**config.mk**
```make
export PLATFORM = sky130hd
export DESIGN_NAME = elbeth_mem_arbiter
export DESIGN_NICKNAME = d
export VERILOG_FILES = /design/src/rtl/elbeth_mem_arbiter.sv
export SDC_FILE = /design/constraint.sdc
export NUM_CORES = 1
export LEC_CHECK = 0
export CELL_PAD_IN_SITES_DETAIL_PLACEMENT = 1
export CELL_PAD_IN_SITES_GLOBAL_PLACEMENT = 1
export CORE_MARGIN = 2
export CORE_UTILIZATION = 25
export CTS_BUF_LIST = sky130_fd_sc_hd__clkbuf_8
export DETAILED_ROUTE_END_ITERATION = 16
export GPL_ROUTABILITY_DRIVEN = 0
export PLACE_DENSITY_LB_ADDON = 0.15
export SYNTH_ARGS = -nofsm -noshare
export SYNTH_HDL_FRONTEND = slang
export SYNTH_SLANG_ARGS = --single-unit
```
**constraint.sdc**
```tcl
create_clock -name clk -period 5.4 [get_ports clk]
set_clock_uncertainty 0.2 [all_clocks]
set_input_delay 1.08 -clock clk [delete_from_list [all_inputs] [get_ports clk]]
set_output_delay 1.08 -clock clk [all_outputs]
set_load 0.02 [all_outputs]
```
**src/rtl/elbeth_mem_arbiter.sv**
```systemverilog
// elbeth_mem_arbiter: shares one memory port between fetch (imem) and load/store (dmem).
// Registered grant FSM with data priority and a per-access hang timeout.
module elbeth_mem_arbiter #(
  parameter int ADDR_W  = 32,
  parameter int DATA_W  = 32,
  parameter int TIMEOUT = 255
) (
  input  logic              clk,
  input  logic              rst_n,
  input  logic [ADDR_W-1:0] imem_addr,
  input  logic              imem_en,
  output logic [DATA_W-1:0] imem_rdata,
  output logic              imem_ready,
  output logic              imem_error,
  input  logic [ADDR_W-1:0] dmem_addr,
  input  logic [DATA_W-1:0] dmem_wdata,
  input  logic [3:0]        dmem_wr,
  input  logic              dmem_en,
  output logic [DATA_W-1:0] dmem_rdata,
  output logic              dmem_ready,
  output logic              dmem_error,
  output logic [ADDR_W-1:0] mem_addr,
  output logic [DATA_W-1:0] mem_wdata,
  output logic [3:0]        mem_wr,
  output logic              mem_en,
  input  logic [DATA_W-1:0] mem_rdata,
  input  logic              mem_ready,
  input  logic              mem_error
);

  typedef enum logic [1:0] {
    IDLE      = 2'd0,
    IMEM_BUSY = 2'd1,
    DMEM_BUSY = 2'd2
  } state_t;

  localparam logic [7:0] TO_CNT = 8'(TIMEOUT);

  state_t            state_q, state_d;
  logic [ADDR_W-1:0] mem_addr_q, mem_addr_d;
  logic [DATA_W-1:0] mem_wdata_q, mem_wdata_d;
  logic [3:0]        mem_wr_q, mem_wr_d;
  logic              mem_en_q, mem_en_d;
  logic [7:0]        cnt_q, cnt_d;

  logic to_hit;
  logic i_own;
  logic d_own;

  assign to_hit = (TIMEOUT != 0) && (cnt_q == TO_CNT) && !mem_ready;
  assign i_own  = (state_q == IMEM_BUSY);
  assign d_own  = (state_q == DMEM_BUSY);

  assign mem_addr  = mem_addr_q;
  assign mem_wdata = mem_wdata_q;
  assign mem_wr    = mem_wr_q;
  assign mem_en    = mem_en_q;

  // Grant, freeze and release of the shared port
  always_comb begin
    state_d     = state_q;
    mem_addr_d  = mem_addr_q;
    mem_wdata_d = mem_wdata_q;
    mem_wr_d    = mem_wr_q;
    mem_en_d    = mem_en_q;
    cnt_d       = cnt_q;
    unique case (state_q)
      IDLE: begin
        if (dmem_en) begin
          mem_addr_d  = dmem_addr;
          mem_wdata_d = dmem_wdata;
          mem_wr_d    = dmem_wr;
          mem_en_d    = 1'b1;
          cnt_d       = '0;
          state_d     = DMEM_BUSY;
        end else if (imem_en) begin
          mem_addr_d  = imem_addr;
          mem_wdata_d = '0;
          mem_wr_d    = '0;
          mem_en_d    = 1'b1;
          cnt_d       = '0;
          state_d     = IMEM_BUSY;
        end else begin
          mem_en_d = 1'b0;
        end
      end
      IMEM_BUSY, DMEM_BUSY: begin
        if (mem_ready || to_hit) begin
          mem_en_d = 1'b0;
          state_d  = IDLE;
        end else if (cnt_q != 8'hFF) begin
          cnt_d = cnt_q + 8'd1;
        end
      end
      default: begin
        mem_en_d = 1'b0;
        state_d  = IDLE;
      end
    endcase
  end

  // State and shared-port registers
  always_ff @(posedge clk or negedge rst_n) begin
    if (!rst_n) begin
      state_q     <= IDLE;
      mem_addr_q  <= '0;
      mem_wdata_q <= '0;
      mem_wr_q    <= '0;
      mem_en_q    <= 1'b0;
      cnt_q       <= '0;
    end else begin
      state_q     <= state_d;
      mem_addr_q  <= mem_addr_d;
      mem_wdata_q <= mem_wdata_d;
      mem_wr_q    <= mem_wr_d;
      mem_en_q    <= mem_en_d;
      cnt_q       <= cnt_d;
    end
  end

  // Owner-qualified completion returned in the same cycle as mem_ready
  always_comb begin
    imem_ready = i_own & (mem_ready | to_hit);
    dmem_ready = d_own & (mem_ready | to_hit);
    imem_error = i_own & (mem_ready ? mem_error : to_hit);
    dmem_error = d_own & (mem_ready ? mem_error : to_hit);
    imem_rdata = (i_own && mem_ready) ? mem_rdata : '0;
    dmem_rdata = (d_own && mem_ready) ? mem_rdata : '0;
  end

endmodule

```
# Word-level counts from Yosys, hierarchy flattened
# Index checks and enable logic that the tools add are counted.
# totals
ram_bits	0
romBits	0
inputBits	138
output_inout_bits	137
word_cells	54
latchBits	0
memories	0
register_bits	79
# op_classes
n_mux	22
n_shift	0
eq_ne	8
n_reduce_logical	12
mul	0
n_addsub	1
bitwise	5
magnitude_cmp	0
div_mod_pow	0
# op_table
op	count
two-way mux 32 bit	6
two-way mux 8 bit	4
one-hot mux 8 bit (2 select lines)	1
adder 8 x 1 -> 8 bit (second input constant)	1
== test 8 bit (second input constant)	1
two-way mux 4 bit	2
inequality test 8 bit (second input constant)	1
two-way mux 2 bit	3
inequality test 2 bit (second input constant)	3
AND 1 bit	4
two-way mux 1 bit	4
one-hot mux 2 bit (2 select lines)	1
AND reduction 2 bit	2
AND reduction 4 bit	1
nonzero test 2 bit	2
logical AND 1 bit	3
inequality test 3 bit (second input constant)	1
== test 2 x 1 -> 1 bit (second input constant)	1
== test 2 bit (second input constant)	1
zero test 2 bit	1
one-hot mux 1 bit (2 select lines)	1
OR reduction 2 bit	1
zero test 1 bit	1
logical OR 1 bit	1
bitwise OR 1 bit	1

# Logic depth before layout (Yosys ltp)
# Gate-level depths: netlist (run 1).
# logic_depth
word_depth	5
depth_mapped	7
ltp_nobuf	6

# Least setup slack after synthesis (run 1)
# OpenSTA, ideal clock, no wires.
# synth_timing
path_kind	input to output
startpoint	input mem_ready
endpoint	output dmem_error
path_slack_ns	2.248
arrival_time_ns	1.872
path_stages	3
t_required_ns	4.120
cell_sequence	a21oi_1 -> nor2b_1 -> nor2b_1
# synth_between
elab_chain_len	4
# synth_rtl
item	line_no	text
from (decl)	27	input logic mem_ready,
zero test 1 bit	50	assign to_hit = (TIMEOUT != 0) && (cnt_q == TO_CNT) && !mem_ready;
logical AND 1 bit	50	
two-way mux 1 bit (*)	126	dmem_error = d_own & (mem_ready ? mem_error : to_hit);
AND 1 bit (*)	126	
to (decl)	21	output logic dmem_error,
# Mark *: on every way between the ends. The rest lies on a longest branch, timed or not.

# Worst setup path in the final report (run 1)
# layout_timing
startpoint	input mem_ready
endpoint	output imem_error
# layout_between
elab_chain_len	4
# layout_rtl
item	line_no	text
zero test 1 bit	50	
logical AND 1 bit	50	
two-way mux 1 bit (*)	125	imem_error = i_own & (mem_ready ? mem_error : to_hit);
AND 1 bit (*)	125	
to (decl)	14	output logic imem_error,
# Marks and branches as above.

==> results of run 1 <==
## worst min-delay path: stages, from the launching register on
cell and delay, ns:
sky130_fd_sc_hd__dfrtp_1 0.35, sky130_fd_sc_hd__nand2_1 0.05, sky130_fd_sc_hd__o21ai_0 0.06
## power groups by stage
stage	clock, W	combinational, W	sequential [W]
floorplan	0	0.000671	0.00127
global placement	0	0.00178	0.000993
detailed placement	0	0.00182	0.00100
CTS	0.000423	0.00182	0.00100
global route	0.000446	0.00193	0.00104
finish	0.000403	0.00179	0.000996
## state kept, by name (all words and copies together), names as in the netlist
signal     count
mem_wr         4
mem_wdata     32
mem_addr      32
mem_en         1
state_q        2
cnt_q          8
## worst paths after layout
kind / from / end
max: mem_ready / imem_error
min: mem_addr[2] / mem_addr[2]
max reg2reg: state_q[1] / mem_wdata[18]
min reg2reg: mem_addr[2] / mem_addr[2]
max in group asynchronous: rst_n / mem_addr[19]
min in group asynchronous: rst_n / mem_addr[14]
## cell type report
| class | instances | area [sq um] | area share |
|---|---|---|---|
| Inverter | 7 | 26.3 | 0.00377 |
| Clock buffer | 9 | 124 | 0.0178 |
| Clock inverter | 7 | 47.5 | 0.00682 |
| Multi-Input combinational cell | 250 | 1750 | 0.251 |
| Timing Repair Buffer | 280 | 2780 | 0.399 |
| Sequential cell | 79 | 1980 | 0.284 |
| Tap cell | 211 | 264 | 0.0379 |
## metal layers
layer | up-vias | track usage | wire length, um
li1 | 1851 | - | -
met1 | 1859 | 0.187 | 5540
met2 | 154 | 0.302 | 7480
met3 | 15 | 0.0648 | 1370
met4 | 0 | 0.0595 | 249
met5 | - | 0 | 0
## synthesized netlist by cell type (2+ instances only)
library cell               count  area (sq um)
sky130_fd_sc_hd__a21oi_1       3          15.0
sky130_fd_sc_hd__a22o_1       36           315
sky130_fd_sc_hd__a31oi_1       5          31.3
sky130_fd_sc_hd__a41oi_1       3          26.3
sky130_fd_sc_hd__and3_1       64           400
sky130_fd_sc_hd__buf_2        12          60.1
sky130_fd_sc_hd__buf_4         5          37.5
sky130_fd_sc_hd__clkbuf_1     14          52.6
sky130_fd_sc_hd__clkbuf_2      2          10.0
sky130_fd_sc_hd__dfrtp_1      79          1980
sky130_fd_sc_hd__ha_1          4          50.1
sky130_fd_sc_hd__inv_1         7          26.3
sky130_fd_sc_hd__mux2i_1      35           350
sky130_fd_sc_hd__nand2_1      38           143
sky130_fd_sc_hd__nand2b_1      2          12.5
sky130_fd_sc_hd__nand3_1       4          20.0
sky130_fd_sc_hd__nor2b_1       5          31.3
sky130_fd_sc_hd__o21ai_0      34           170
sky130_fd_sc_hd__o22ai_1       2          12.5
## cells by family (layout without fill, tap and decap cells)
family | Yosys count | count (layout) | share of synthesized area
adder cells (fa/ha/maj) | 4 | 4 | 0.0128
flip-flops | 79 | 79 | 0.505
multiplexers | 35 | 35 | 0.0895
buffers and inverters | 41 | 303 | 0.0505
AND/OR/NAND/NOR | 120 | 120 | 0.172
AO/OA/AOI/OAI | 91 | 91 | 0.170
## per-stage QoR
step / setup slack (ns) / instances / hold slack, ns / total power [W] / instance area [sq um]
4_1_cts: 1.11 / 843 / 0.294 / 0.00325 / 6970
3_3_place_gp: 1.15 / 827 / 0.262 / 0.00277 / 6800
5_1_grt: 0.957 / 843 / 0.316 / 0.00341 / 6970
3_5_place_dp: 1.11 / 827 / 0.273 / 0.00283 / 6800
6_report: 1.12 / 843 / 0.288 / 0.00319 / 6970
2_1_floorplan: 2.25 / 370 / 0.254 / 0.00194 / 3920
==> impl_results.md, run 1 <==
* Slowest cell delay on critical path at 0.61 ns
* Startpoint-to-endpoint class of the critical path: input port to primary output
* Post-DR wirelength/cell at 17.4 um
* Setup Fix Bufs, Post-CTS at 0
* Number of buffer cells added on primary ports at 274
* Max-capacitance violation count at 0
* CTS HTree Levels at 3
* Initial cell density of the core at 0.257
* Highest ir drop seen on vdd at 0.205 mV
* DRT Wirelength at 14600 um
* Launching element type of the critical path: input port
* Arrival time at the worst endpoint at 3.00 ns
* Sw Ratio at 0.418
* Detailed placer's ending HPWL at 11200 um
* Type of the worst min-delay path: register to register
* Final-layout fill cell count at 1720
* Area of the placeable core at 15300 sq um
* Pwr Density at 458 nW/um^2
* Total negative slack at 0 ns
* Number of top-level design ports at 275
* EDFF count, synth at 0
* Part of the power in combinational logic at 0.562
* Via count of the routed design at 3879
* Number of nets in the layout at 769
* DRC Markers at 0
* Sequential area share after synthesis at 0.505
* Number of hold violations in the final report at 0
* Total leakage power at 3.12 nW
* Post-detailed-route count of antenna-violating nets at 0
* Total gr overflow at 0
* Register-to-Register Setup Slack at 2.96 ns
* Max Transition Viols Final at 0
* Minimum clock period after layout at 4.28 ns
* Largest net degree at the start of global routing at 68
* Row count at 45
* Final antenna diode count at 0
* First-pass GRT wire length at 22300 um
* Initial DRC count at 96
* Overall track demand over capacity in global routing at 0.171
* Cell depth of the worst setup path at 6
* Clock-pin slew reported for the worst setup and hold paths after clock tree synthesis at 0.08 ns
* Hold buffers post-CTS at 0
* Clock Path Buffers at 2
* Setup repair after global routing missed its margin: false
* Maximum net fanout on the critical path at 67
* Area of the die at 16700 sq um
* Worst path bufs/invs at 3
* Source-to-sink clock delay at the later pin of the worst-skew pair at 0.35 ns
* Vertical extent of the die at 129 um
* Synth Cell Area at 3920 sq um
* Leading cell type in the layout, fill and taps excluded: sky130_fd_sc_hd__clkdlybuf4s50_1
* Worst path required time at 4.12 ns
* Clock tree from TritonCTS: built
* Syn_nets at 512
* Family with the most delay on the worst path: buffers and inverters
* Number of global-route vias before repair at 4201
* Clock root buffer: sky130_fd_sc_hd__clkbuf_8
* Library cells used by synthesis at 35
* Crit path cell chain: clkdlybuf4s50_1 -> buf_4 -> a21oi_1 -> nor2b_1 -> nor2b_1 -> clkdlybuf4s50_1
* Worst-Margin Slew at 1.11 ns
* Via count normalized by instance count at 4.60
* Total number of yosys warnings at 0
* Share of total power in the clock network at 0.126
* Post-synth ARST share at 1.00
* Fraction of power consumed by sequential logic at 0.312
* Highest-count cells in the layout ignoring fill and taps: 272 x sky130_fd_sc_hd__clkdlybuf4s50_1, 79 x sky130_fd_sc_hd__dfrtp_1, 64 x sky130_fd_sc_hd__and3_1, 38 x sky130_fd_sc_hd__nand2_1, 36 x sky130_fd_sc_hd__a22o_1
* Post-synthesis cell count at 370
* Initial antenna violation count at 0
* Flop and latch count out of synthesis at 79
* Count of cells resized by post-cts repair at 0
* Headroom to the max-slew limit at 0.263
* Slowest library cell on the worst path: sky130_fd_sc_hd__clkdlybuf4s50_1
* Clock sink count at 79
* Final setup violation count at 0
* CTS Buf Count at 9
* Most used flip-flop cell after synthesis: sky130_fd_sc_hd__dfrtp_1
* Result of the run: complete, no violations
* Growth of design area from synthesis to finish at 78.0%
* Finished Core Util at 0.457
* Worst R2R Path Depth at 5
* Hold Path Stages at 2
* Horizontal die dimension at 129 um
* Achievable Freq at 234 MHz
* Internal power at 0.00186 W
* Synthesized area divided by synthesized cell count at 10.6 sq um
* Final period util at 0.792
* CP endpoint kind: primary output
* Pre-Repair DR Iteration Count at 4
* Fraction of layout instances using a drive strength above 1 at 0.0506
* Net Switching at 0.00133 W
No activity file was read; power rests on OpenSTA's default activity.
==> run 2, diff against run 1 <==
==> constraint.sdc (replaced) <==
create_clock -name clk -period 4.42 [get_ports clk]
set_clock_uncertainty 0.2 [all_clocks]
set_input_delay 0.884 -clock clk [delete_from_list [all_inputs] [get_ports clk]]
set_output_delay 0.884 -clock clk [all_outputs]
set_load 0.02 [all_outputs]
==> impl_results.md, run 2 (synthesis gave the netlist of run 1 again) <==
* Maximum net fanout on the critical path at 63
* Minimum clock period after layout at 3.82 ns
* Area of the die at 16700 sq um
* Number of buffer cells added on primary ports at 274
* Launching element type of the critical path: input port
* Pre-Repair DR Iteration Count at 4
* Total negative slack at 0 ns
* Clock root buffer: sky130_fd_sc_hd__clkbuf_8
* Slowest library cell on the worst path: sky130_fd_sc_hd__clkdlybuf4s50_1
* First-pass GRT wire length at 22500 um
* Initial antenna violation count at 0
* Part of the power in combinational logic at 0.542
* Hold buffers post-CTS at 0
* Fraction of power consumed by sequential logic at 0.301
* Number of hold violations in the final report at 0
* Initial DRC count at 128
* Number of global-route vias before repair at 4159
* CTS Buf Count at 9
* Result of the run: complete, no violations
* Total leakage power at 3.16 nW
* Final-layout fill cell count at 1727
* Clock tree from TritonCTS: built
* Row count at 45
* Achievable Freq at 262 MHz
* Register-to-Register Setup Slack at 2.28 ns
* Type of the worst min-delay path: register to register
* Growth of design area from synthesis to finish at 80.1%
* Largest net degree at the start of global routing at 102
* Final setup violation count at 0
* CP endpoint kind: primary output
* Crit path cell chain: clkdlybuf4s50_1 -> buf_4 -> and3_1 -> clkdlybuf4s50_1
* Net Switching at 0.00165 W
* Source-to-sink clock delay at the later pin of the worst-skew pair at 0.36 ns
* Fraction of layout instances using a drive strength above 1 at 0.0537
* Area of the placeable core at 15300 sq um
* Clock Path Buffers at 2
* Pwr Density at 574 nW/um^2
* Clock sink count at 79
* Setup Fix Bufs, Post-CTS at 0
* Internal power at 0.00240 W
* Via count normalized by instance count at 4.60
* Max Transition Viols Final at 0
* Initial cell density of the core at 0.257
* Vertical extent of the die at 129 um
* Highest-count cells in the layout ignoring fill and taps: 272 x sky130_fd_sc_hd__clkdlybuf4s50_1, 79 x sky130_fd_sc_hd__dfrtp_1, 64 x sky130_fd_sc_hd__and3_1, 38 x sky130_fd_sc_hd__nand2_1, 36 x sky130_fd_sc_hd__a22o_1
* Startpoint-to-endpoint class of the critical path: input port to primary output
* Total gr overflow at 0
* Overall Power at 0.00405 W
* Horizontal die dimension at 129 um
* Max-capacitance violation count at 0
* Detailed placer's ending HPWL at 10900 um
* DRT Wirelength at 14400 um
* Setup Slack @ Placement at 0.626 ns
* Number of nets in the layout at 770
* Setup slack of the critical path after layout at 0.598 ns
* Post-detailed-route count of antenna-violating nets at 0
* Worst-Margin Slew at 0.726 ns
* Most used cell, CP: sky130_fd_sc_hd__clkdlybuf4s50_1
* Number of top-level design ports at 275
* Slowest cell delay on critical path at 0.64 ns
* Clock-pin slew reported for the worst setup and hold paths after clock tree synthesis at 0.09 ns
* Worst path required time at 3.34 ns
* Via count of the routed design at 3884
* Leading cell type in the layout, fill and taps excluded: sky130_fd_sc_hd__clkdlybuf4s50_1
* Final period util at 0.865
* Final antenna diode count at 0
* DRC Markers at 0
* Overall track demand over capacity in global routing at 0.173
* Arrival time at the worst endpoint at 2.74 ns
* Share of total power in the clock network at 0.157
* Setup repair after global routing missed its margin: false
* CTS HTree Levels at 3
* Finished Core Util at 0.462
* Post-DR wirelength/cell at 17.1 um
* Final non-filler cell total at 844
* Cell count after placement at 828
* Sw Ratio at 0.406
* Headroom to the max-slew limit at 0.516
* Count of cells resized by post-cts repair at 0
* Highest ir drop seen on vdd at 0.288 mV
[run 2: path summary, 6_finish.rpt]
check | end | startpoint | cells after the start
setup / recovery | dmem_rdata[11] | mem_ready | 4
hold reg to reg | mem_addr[14] | mem_addr[14] | 2
max in group asynchronous | mem_wdata[24] | rst_n | 2
setup reg to reg | cnt_q[1] | state_q[1] | 6
hold / removal | mem_addr[14] | mem_addr[14] | 2
min in group asynchronous | mem_addr[16] | rst_n | 1
[run 2: stage by stage]
step	hold slack [ns]	area, sq um
after floorplan	0.254	3920
after global placement	0.262	6820
after detailed placement	0.270	6820
after CTS	0.293	7050
after global routing	0.316	7050
final	0.283	7050
[run 2: area by class of cell]
cell class | count | area (sq um) | share of cell area
Tap cell | 211 | 264 | 0.0374
Inverter | 7 | 26.3 | 0.00373
Clock buffer | 9 | 124 | 0.0176
Sequential cell | 79 | 1980 | 0.280
Multi-Input combinational cell | 250 | 1750 | 0.249
Timing Repair Buffer | 281 | 2800 | 0.397
Clock inverter | 7 | 109 | 0.0154
[run 2: routing by layer]
| layer | part of all wire | global-route usage | routed length, um |
|---|---|---|---|
| met2 | 0.50 | 0.298 | 7260 |
| met4 | 0.018 | 0.0607 | 255 |
| met1 | 0.39 | 0.195 | 5590 |
| met3 | 0.092 | 0.0681 | 1330 |
| met5 | 0 | 0 | 0 |
[run 2: critical path, delay by kind of cell]
family                 cells  cell delay (ns)
buffers and inverters      3             1.59
and+or+nand+nor            1             0.24
[run 2: power by group through the flow]
stage	Clock (W)	Combinational, W	Sequential [W]
global placement	0	0.00218	0.00122
detailed placement	0	0.00223	0.00123
CTS	0.000667	0.00223	0.00122
global route	0.000696	0.00237	0.00127
floorplan	0	0.000820	0.00156
finish	0.000636	0.00220	0.00122
==> run 3, diff against run 2 <==
--- a/config.mk
+++ b/config.mk
@@ -5,6 +5,7 @@
 export SDC_FILE = /design/constraint.sdc
 export NUM_CORES = 1
 export LEC_CHECK = 0
+export ABC_CLOCK_PERIOD_IN_PS = 4420
 export CELL_PAD_IN_SITES_DETAIL_PLACEMENT = 1
 export CELL_PAD_IN_SITES_GLOBAL_PLACEMENT = 1
 export CORE_MARGIN = 2
@@ -13,6 +14,7 @@
 export DETAILED_ROUTE_END_ITERATION = 16
 export GPL_ROUTABILITY_DRIVEN = 0
 export PLACE_DENSITY_LB_ADDON = 0.15
+export REMOVE_ABC_BUFFERS = 1
 export SYNTH_ARGS = -nofsm -noshare
 export SYNTH_HDL_FRONTEND = slang
 export SYNTH_SLANG_ARGS = --single-unit
==> impl_results.md, run 3 (synthesis gave the netlist of run 1 again) <==
* Leading cell type in the layout, fill and taps excluded: sky130_fd_sc_hd__clkdlybuf4s50_1
* Worst reg2reg path endpoint: cnt_q[1]
* Growth of design area from synthesis to finish at 79.3%
* Worst path bufs/invs at 3
* Pre-Repair DR Iteration Count at 4
* Slowest library cell on the worst path: sky130_fd_sc_hd__clkdlybuf4s50_1
* Start point of the worst hold path: mem_addr[12]
* Count of cells resized by post-cts repair at 0
* Origin of the critical flop-to-flop path: state_q[1]
* Post-DR wirelength/cell at 17.0 um
* Clock tree from TritonCTS: built
* First-pass GRT wire length at 22300 um
* Slowest cell delay on critical path at 0.63 ns
* Fraction of layout instances using a drive strength above 1 at 0.0522
* CTS Buf Count at 9
* Area of the die at 16700 sq um
* Clock Path Buffers at 2
* DRC Markers at 0
* Initial cell density of the core at 0.257
* Overall track demand over capacity in global routing at 0.171
* Number of nets in the layout at 769
* Number of global-route vias before repair at 4153
* Post-detailed-route count of antenna-violating nets at 0
* Clock sink count at 79
* Hold buffers post-CTS at 0
* CTS HTree Levels at 3
* DRT Wirelength at 14300 um
* Final design area excluding fillers at 7020 sq um
* Total gr overflow at 0
* Arrival time at the worst endpoint at 2.66 ns
* Type of the worst min-delay path: register to register
* Area of the placeable core at 15300 sq um
* Cell count after placement at 827
* Total leakage power at 3.14 nW
* Highest-count cells in the layout ignoring fill and taps: 272 x sky130_fd_sc_hd__clkdlybuf4s50_1, 79 x sky130_fd_sc_hd__dfrtp_1, 64 x sky130_fd_sc_hd__and3_1, 38 x sky130_fd_sc_hd__nand2_1, 36 x sky130_fd_sc_hd__a22o_1
* Max Transition Viols Final at 0
* Number of buffer cells added on primary ports at 274
* Final period util at 0.848
* Horizontal die dimension at 129 um
* Clock-pin slew reported for the worst setup and hold paths after clock tree synthesis at 0.08 ns
* CP endpoint kind: primary output
* Timing startpoint of the critical path: mem_ready
* Most used cell, CP: sky130_fd_sc_hd__clkdlybuf4s50_1
* Register-to-Register Setup Slack at 2.29 ns
* Crit path cell chain: clkdlybuf4s50_1 -> buf_4 -> and3_1 -> clkdlybuf4s50_1
* Setup Fix Bufs, Post-CTS at 0
* Maximum net fanout on the critical path at 65
* Overall Power at 0.00397 W
* Detailed placer's ending HPWL at 11000 um
* Worst path required time at 3.34 ns
* Via count normalized by instance count at 4.60
* Setup repair after global routing missed its margin: false
* Worst-Margin Slew at 1.01 ns
* Worst R2R Path Depth at 6
* Hold-critical path endpoint: mem_addr[12]
* Placed Area at 6810 sq um
* Number of top-level design ports at 275
* Hold Path Stages at 2
* Clock root buffer: sky130_fd_sc_hd__clkbuf_8
* Row count at 45
* Minimum clock period after layout at 3.75 ns
* Vertical extent of the die at 129 um
* Headroom to the max-slew limit at 0.328
* Family with the most delay on the worst path: buffers and inverters
* Launching element type of the critical path: input port
* Final setup violation count at 0
* Finished Core Util at 0.460
* Final antenna diode count at 0
* Initial antenna violation count at 0
* Largest net degree at the start of global routing at 85
* Total negative slack at 0 ns
* Number of hold violations in the final report at 0
* Achievable Freq at 267 MHz
* Initial DRC count at 125
* Source-to-sink clock delay at the later pin of the worst-skew pair at 0.36 ns
* Result of the run: complete, no violations
* Pwr Density at 565 nW/um^2
* Highest ir drop seen on vdd at 0.225 mV
* Final non-filler cell total at 843
* Startpoint-to-endpoint class of the critical path: input port to primary output
* Via count of the routed design at 3876
* Max-capacitance violation count at 0
## run 3: cell count changes in the layout (fill, tap and decap cells not counted), moves of 2 or more
cell	before	now
sky130_fd_sc_hd__inv_6	3	0
sky130_fd_sc_hd__inv_8	2	0
sky130_fd_sc_hd__clkinv_2	0	2
sky130_fd_sc_hd__clkbuf_8	9	11
## run 3: worst min-delay path, cell delays in order (launching register included)
cell and delay [ns]:
sky130_fd_sc_hd__dfrtp_1 0.35, sky130_fd_sc_hd__nand2_1 0.04, sky130_fd_sc_hd__o21ai_0 0.06
## run 3: how the worst max path moves through the flow
| stage | end | depth (start not counted) |
|---|---|---|
| 2_1_floorplan | mem_addr[0] | 2 |
| 4_1_cts | imem_rdata[1] | 4 |
| 6_report | imem_rdata[1] | 4 |
| 5_1_grt | dmem_rdata[13] | 4 |
| 3_5_place_dp | imem_rdata[1] | 4 |
| 3_3_place_gp | imem_rdata[7] | 4 |
## run 3: layout make-up
type / instances / area [sq um]
well taps: 211 / 264
multi-input cells: 250 / 1750
clock buffers: 11 / 151
repair buffers: 280 / 2790
inverters: 7 / 26.3
flip-flops and latches: 79 / 1980
clock inverters: 5 / 56.3
fillers: 1708 / 8240
## run 3: per-layer routing
layer,global-route usage,part of all wire,vias to the layer above
li1,-,-,1851
met3,0.0537,0.081,16
met5,0,0,-
met4,0.0550,0.015,0
met2,0.315,0.52,152
met1,0.186,0.38,1857
## run 3: where the power goes
group	internal [W]	switching [W]	leakage (nW)
Clock	0.000291	0.000272	0.105
Combinational	0.00104	0.00115	2.04
Sequential	0.00103	0.000180	0.998
Total	0.00236	0.00161	3.14
## run 3: metrics by stage
| step | hold WS (ns) | setup slack, ns |
|---|---|---|
| finish | 0.279 | 0.671 |
| global route | 0.310 | 0.563 |
| CTS | 0.289 | 0.660 |
| detailed placement | 0.270 | 0.672 |
| global placement | 0.262 | 0.718 |
| floorplan | 0.254 | -0.300 |
